===== src/rtl/tipi_serial_rx.sv =====
// tipi_serial_rx: synchronized serial-in, parallel-out byte receiver.
// Optional odd-parity frame bit enabled by defining TIPI_RX_PARITY_EN.
module tipi_serial_rx #(
    parameter int SYNC_STAGES = 2
) (
    input  logic       clk,
    input  logic       reset_n,
    input  logic       s_clk,
    input  logic       s_din,
    input  logic       s_frame,
    output logic [7:0] rd_data,
    output logic       rd_valid,
    input  logic       rd_ack,
    output logic       overrun,
    output logic       parity_err,
    output logic [3:0] bit_cnt
);

`ifdef TIPI_RX_PARITY_EN
    localparam int         SW     = 8;
    localparam logic [3:0] N_LAST = 4'd8;
`else
    localparam int         SW     = 7;
    localparam logic [3:0] N_LAST = 4'd7;
`endif

    logic [SYNC_STAGES-1:0] sclk_q, din_q, frm_q;
    logic                   sclk_prev_q;
    logic [SW-1:0]          shift_q, shift_d;
    logic [3:0]             cnt_q, cnt_d;
    logic [7:0]             data_q, data_d;
    logic                   valid_q, valid_d;
    logic                   ovr_q, ovr_d;
    logic                   sclk_s, din_s, frm_s;
    logic                   rise, shift_en, complete, take;
    logic [7:0]             byte_w;

    assign sclk_s = sclk_q[SYNC_STAGES-1];
    assign din_s  = din_q[SYNC_STAGES-1];
    assign frm_s  = frm_q[SYNC_STAGES-1];

    assign rise     = sclk_s & ~sclk_prev_q;
    assign shift_en = rise & ~frm_s;
    assign complete = shift_en & (cnt_q == N_LAST);
    assign take     = rd_ack & valid_q;

`ifdef TIPI_RX_PARITY_EN
    // The ninth bit is parity; the byte is already fully shifted in.
    assign byte_w = shift_q;
`else
    assign byte_w = {shift_q, din_s};
`endif

    // Synchronizers and s_clk edge-detect flop.
    always_ff @(posedge clk or negedge reset_n) begin
        if (!reset_n) begin
            sclk_q      <= '0;
            din_q       <= '0;
            frm_q       <= '0;
            sclk_prev_q <= 1'b0;
        end else begin
            sclk_q      <= {sclk_q[SYNC_STAGES-2:0], s_clk};
            din_q       <= {din_q[SYNC_STAGES-2:0], s_din};
            frm_q       <= {frm_q[SYNC_STAGES-2:0], s_frame};
            sclk_prev_q <= sclk_s;
        end
    end

    // Next-state for shifter, bit counter and read-side handshake.
    always_comb begin
        shift_d = shift_q;
        cnt_d   = cnt_q;
        data_d  = data_q;
        valid_d = valid_q;
        ovr_d   = ovr_q;
        if (frm_s) begin
            shift_d = '0;
            cnt_d   = 4'd0;
        end else if (shift_en) begin
            shift_d = {shift_q[SW-2:0], din_s};
            cnt_d   = complete ? 4'd0 : cnt_q + 4'd1;
        end
        if (complete) begin
            if (!valid_q || rd_ack) begin
                data_d  = byte_w;
                valid_d = 1'b1;
                if (take) ovr_d = 1'b0;
            end else begin
                ovr_d = 1'b1;
            end
        end else if (take) begin
            valid_d = 1'b0;
            ovr_d   = 1'b0;
        end
    end

    // Datapath and handshake state registers.
    always_ff @(posedge clk or negedge reset_n) begin
        if (!reset_n) begin
            shift_q <= '0;
            cnt_q   <= 4'd0;
            data_q  <= 8'h00;
            valid_q <= 1'b0;
            ovr_q   <= 1'b0;
        end else begin
            shift_q <= shift_d;
            cnt_q   <= cnt_d;
            data_q  <= data_d;
            valid_q <= valid_d;
            ovr_q   <= ovr_d;
        end
    end

`ifdef TIPI_RX_PARITY_EN
    logic perr_q;

    // Odd parity over 8 data bits plus parity bit, captured on accept.
    always_ff @(posedge clk or negedge reset_n) begin
        if (!reset_n) begin
            perr_q <= 1'b0;
        end else if (complete && (!valid_q || rd_ack)) begin
            perr_q <= ~(^shift_q ^ din_s);
        end
    end

    assign parity_err = perr_q;
`else
    assign parity_err = 1'b0;
`endif

    assign rd_data  = data_q;
    assign rd_valid = valid_q;
    assign overrun  = ovr_q;
    assign bit_cnt  = cnt_q;

endmodule


===== config.mk =====
export PLATFORM = sky130hd
export DESIGN_NAME = tipi_serial_rx
export DESIGN_NICKNAME = d
export VERILOG_FILES = /design/src/rtl/tipi_serial_rx.sv
export SDC_FILE = /design/constraint.sdc
export NUM_CORES = 1
export LEC_CHECK = 0
export CORE_ASPECT_RATIO = 1.4
export CORE_MARGIN = 1
export CORE_UTILIZATION = 53
export DETAILED_ROUTE_END_ITERATION = 8
export DONT_BUFFER_PORTS = 1
export MAX_ROUTING_LAYER = met4
export PLACE_DENSITY = 0.77
export SYNTH_ARGS = -nofsm -noshare
export SYNTH_HDL_FRONTEND = slang
export SYNTH_SLANG_ARGS = --single-unit
export TNS_END_PERCENT = 1

===== constraint.sdc =====
create_clock -name clk -period 1.6 [get_ports clk]
set_clock_uncertainty 0.2 [all_clocks]
set_input_delay 0.24 -clock clk [delete_from_list [all_inputs] [get_ports clk]]
set_output_delay 0.24 -clock clk [all_outputs]
set_load 0.05 [all_outputs]

== Yosys cells after proc, flatten, opt, wreduce, memory -nomap -nowiden ==
Cells that the tools add are included.
Storage, ports and cells
  output and inout bits: 15
  bits in registers: 28
  bits of input ports: 6
  logic and storage cells: 35
Cells by class
  bitwise operators: 6
  eq/ne operators: 2
  mux-type cells: 11
  reductions and logical operators: 6
  add/subtract/negate cells: 1
Operators with widths (count)
  $mux W7: 2
  $mux W4: 3
  $mux W1: 6
  $add A4 B1 Y4 const B: 1
  $and A1 B1 Y1: 4
  $eq A4 B3 Y1 const B: 1
  $reduce_and A2 Y1: 2
  $reduce_bool A2 Y1: 2
  $ne A2 B1 Y1 const B: 1
  $not A1 Y1: 2
  $logic_not A1 Y1: 1
  $logic_or A1 B1 Y1: 1

== Longest topological paths before layout ==
  depth in word-level cells: 7
  depth in mapped cells: 4
  mapped depth without buffers: 4

== Least setup slack after synthesis ==
Ideal clock, no wire load.
  path kind: reg-to-reg
  start point: register cnt_q[0] (netlist: bit_cnt[0])
  end point: register cnt_q[3] (netlist: bit_cnt[3])
  required time: 1.322 ns
  period minus slack after synthesis: 1.840 ns
  cell stages (with the launch flop): 4
  setup slack: -0.240 ns
  arrival time: 1.562 ns
  library setup time: 0.078 ns
  path buffers: 0
  path through: dfrtp_1 -> ha_1 -> or4_1 -> a21oi_1
On the way
  word-level cells in the longest chain between the ends: 5
  elaborated cells on any way between the ends: 6
  classes of those cells: add/sub (1); eq/ne (1); mux (3); bitwise (1)
Ends and longest elaborated chain
  from (decl): RTL line 30  | logic [3:0] cnt_q, cnt_d;
  from (signal assigned): RTL line 107  | cnt_q <= cnt_d;
  parallel branches: the longest is 2 deep, another holds $add A4 B1 Y4
  $mux W4 *: RTL line 81  | cnt_d = complete ? 4'd0 : cnt_q + 4'd1;
  $mux W4 *: RTL line 79  | end else if (shift_en) begin
  $mux W4 *: RTL line 76  | if (frm_s) begin
Every way passes the cells marked *. The select of a mux whose other input is x is not followed.
A chain may end at the register's enable or synchronous reset.

== Final worst setup path ==
  start point: register cnt_q[3] (netlist: bit_cnt[3])
  end point: register data_q[7] (netlist: rd_data[7])
On the way
  word-level cells in the longest chain between the ends: 3
Ends and longest elaborated chain
  $eq A4 B3 Y1: RTL line 44  | assign complete = shift_en & (cnt_q == N_LAST);
  $and A1 B1 Y1: RTL line 44
  $reduce_and A2 Y1 (no source line)
  to (signal assigned): RTL line 108  | data_q <= data_d;
  to (decl): RTL line 31  | logic [7:0] data_q, data_d;
No other way between the ends.

==> summary.md <==
| Metric | Value |
|---|---|
| Site row count | 18 |
| Hold Path Class | in -> async |
| Root buf cell | clkbuf_4 |
| Routed WL | 1.98 mm |
| Share of layout cells above drive strength 1 | 35.5% |
| Worst Setup Start Kind | flip-flop |
| Leak Pwr | 0.628 nW |
| Wirelength per Cell | 15.2 um |
| Period minus WS final | 1.59 ns |
| Register area share after synthesis | 65.3% |
| Die area | 2210 sq um |
| Critical path peak fanout | 8 |
| Final nets | 118 |
| Mean post-synth cell area | 12.5 sq um |
| Top post-synthesis cells by area | dfrtp_1, mux2_2, nand2_1, a21oi_1, nand4_4 |
| Vias per cell | 5.46 |
| Clock-pin slew on the worst setup and hold paths | 0.14 ns |
| Syn nets | 93 |
| Largest net degree at the start of global routing | 29 |
| Die width | 40.0 um |
| Synthesized area | 1070 sq um |
| Detailed Place HPWL | 1.34 mm |
| CP max-delay cell | dfrtp_2 |
| DIE HEIGHT | 55.3 um |
| Initial antenna violation count | 0 |
| Num ports | 21 |
| Setup Viol. Count Final | 0 |
| Flop2flop setup slack | 0.005 ns |
| Layout area overhead | 24.0% |
| TritonCTS clock tree | built |
| Worst vdd ir | 0.710 mV |
| RSZ-0062 raised after global routing | true |
| GP Congestion | 0.685 |
| Status | finished, final reports clean |
| Core area | 1820 sq um |
| Reg-to-Reg End | rd_data[7]$_DFFE_PN0P_ |
| DR iter-0 viols | 14 |
| Drt first pass iters | 6 |
| Crit-path cells | nor3b_4 -> nand4_4 -> mux2_2 |
| Yosys Warn Count | 0 |
| Initial Util | 58.8% |
| R2r startpoint | bit_cnt[3]$_DFFE_PN0P_ |
| R2R depth | 3 |
| CP Launch Point | bit_cnt[3]$_DFFE_PN0P_ |
| Most frequent cells in the layout | dfrtp_1, nand2_1, buf_4, a21oi_1, mux2_2 |
| Commonest non-fill, non-tap cell in the layout | dfrtp_1 |
| Tot GR Track Use | 20.8% |
| First-pass GRT wire length | 3.04 mm |
| DRC | 0 |
| Grt ovf | 0 |
| CP required | 1.61 ns |
| Fmax | 627 MHz |
| Crit path largest cell delay | 0.46 ns |
| Max H-tree Level | 1 |
| Post-route setup TNS | 0 ns |
| TritonCTS buffer count | 3 |
| Crit end category | flip-flop |
| Port Buffers | 0 |
| Final hold violations | 0 |
| Worst setup endpoint | rd_data[7]$_DFFE_PN0P_ |
| Number of diodes | 0 |
| Post-Layout Inst Area | 1330 sq um |
| Skew-Pair Late Insertion Delay | 0.32 ns |
| Cell area after placement | 1220 sq um |
| Max Cap Viol | 0 |
| Share of the synthesized area in the top cell type | 65.3% |
| Non-Filler Instances | 130 |
| Slew Viols, Final | 0 |
| Synth area leader | dfrtp_1 |
| Count of cell types in the netlist | 22 |
| Vias in the first global route | 669 |
| Tcrit/Tclk final | 99.7% |
| CTS max path bufs | 2 |
| Cell count after synthesis | 86 |
| Worst path arrival time | 1.60 ns |
| Pwr/cell area | 832 nW/um^2 |
| Routed via count | 710 |
| CTS Sinks | 28 |
| #FFs+latches synth | 28 |
| Critical path class | reg -> reg |
| Post-DRT Antenna Nets | 0 |
| Cell Count Post-Placement | 118 |
## metrics by stage
stage	hold WS, ns	setup WS, ns	total power [W]	utilization (%)
global placement	-0.255	0.0745	0.000804	66.7
global route	0.118	-0.0485	0.00116	73.0
finish	0.128	0.00519	0.00111	73.0
CTS	0.129	0.00854	0.00112	72.0
detailed placement	-0.255	0.0293	0.000808	66.7
floorplan	-0.256	-0.0303	0.000792	-
## cell families (layout without fill, tap and decap cells)
family,count (synthesis),count (layout),share of synthesized area [%]
other,1,1,0.349
flip-flops,28,28,65.3
AND/OR/NAND/NOR,28,28,14.5
multiplexers,8,8,8.39
adder cells (fa/ha/maj),1,1,1.17
AO/OA/AOI/OAI,14,14,7.34
buffers and inverters,5,29,2.21
XOR/XNOR,1,1,0.816
## critical path: cells and delay by family (launching register included)
kind / cells / cell delay [ns]
DFF: 1 / 0.46
and+or+nand+nor: 2 / 0.49
muxes: 1 / 0.33
## how the worst min path moves through the flow
stage / end / cells past startpoint
final: sclk_q[1]$_DFF_PN0_ / 2
after global routing: bit_cnt[2]$_DFFE_PN0P_ / 2
after CTS: bit_cnt[2]$_DFFE_PN0P_ / 2
after detailed placement: bit_cnt[2]$_DFFE_PN0P_ / 0
after global placement: sclk_prev_q$_DFF_PN0_ / 0
after floorplan: bit_cnt[0]$_DFFE_PN0P_ / 0
## cell type report
| type | instances | area, sq um |
|---|---|---|
| Fill cell | 137 | 493 |
| Multi-Input combinational cell | 53 | 364 |
| Sequential cell | 28 | 707 |
| Clock buffer | 4 | 26.3 |
| Tap cell | 20 | 25.0 |
| Inverter | 1 | 3.75 |
| Timing Repair Buffer | 24 | 205 |
## where the power goes
| part | total [W] | internal (W) | switching, W |
|---|---|---|---|
| Sequential | 0.000743 | 0.000723 | 0.0000199 |
| Combinational | 0.0000801 | 0.0000297 | 0.0000504 |
| Clock | 0.000284 | 0.0000974 | 0.000187 |
## registers in the layout (all words and copies together) (netlist names)
register	flops
rd_data	8
shift_q	7
din_q	2
rd_valid	1
bit_cnt	4
sclk_q	2
sclk_prev_q	1
overrun	1
frm_q	2
## metal layers
layer | global-route usage, % | part of all wire, % | routed length [um]
met4 | 8.87 | 1.2 | 23
met3 | 3.61 | 4.1 | 81
met2 | 31.6 | 53 | 1040
met5 | - | 0 | 0
met1 | 26.5 | 42 | 833
## what timing repair did
item                                   4_1_cts  5_1_grt
hold buffers                                 6        0
buffers inserted                             0        2
gates resized for setup                      0        1
endpoints found under the hold margin       33        0
setup endpoints to repair                    0        8
## synthesized netlist by cell type
cell,count
dfrtp_1,28
nand2_1,18
a21oi_1,11
mux2_2,8
clkbuf_1,2
nand2b_1,2
nand3_1,2
a311o_1,1
a41oi_1,1
buf_2,1
buf_4,1
conb_1,1
ha_1,1
inv_1,1
nand3b_1,1
nand4_4,1
nor2_1,1
nor2b_1,1
nor3b_4,1
o21ai_0,1
or4_1,1
xor2_1,1
No activity file was read; power rests on OpenSTA's default activity.
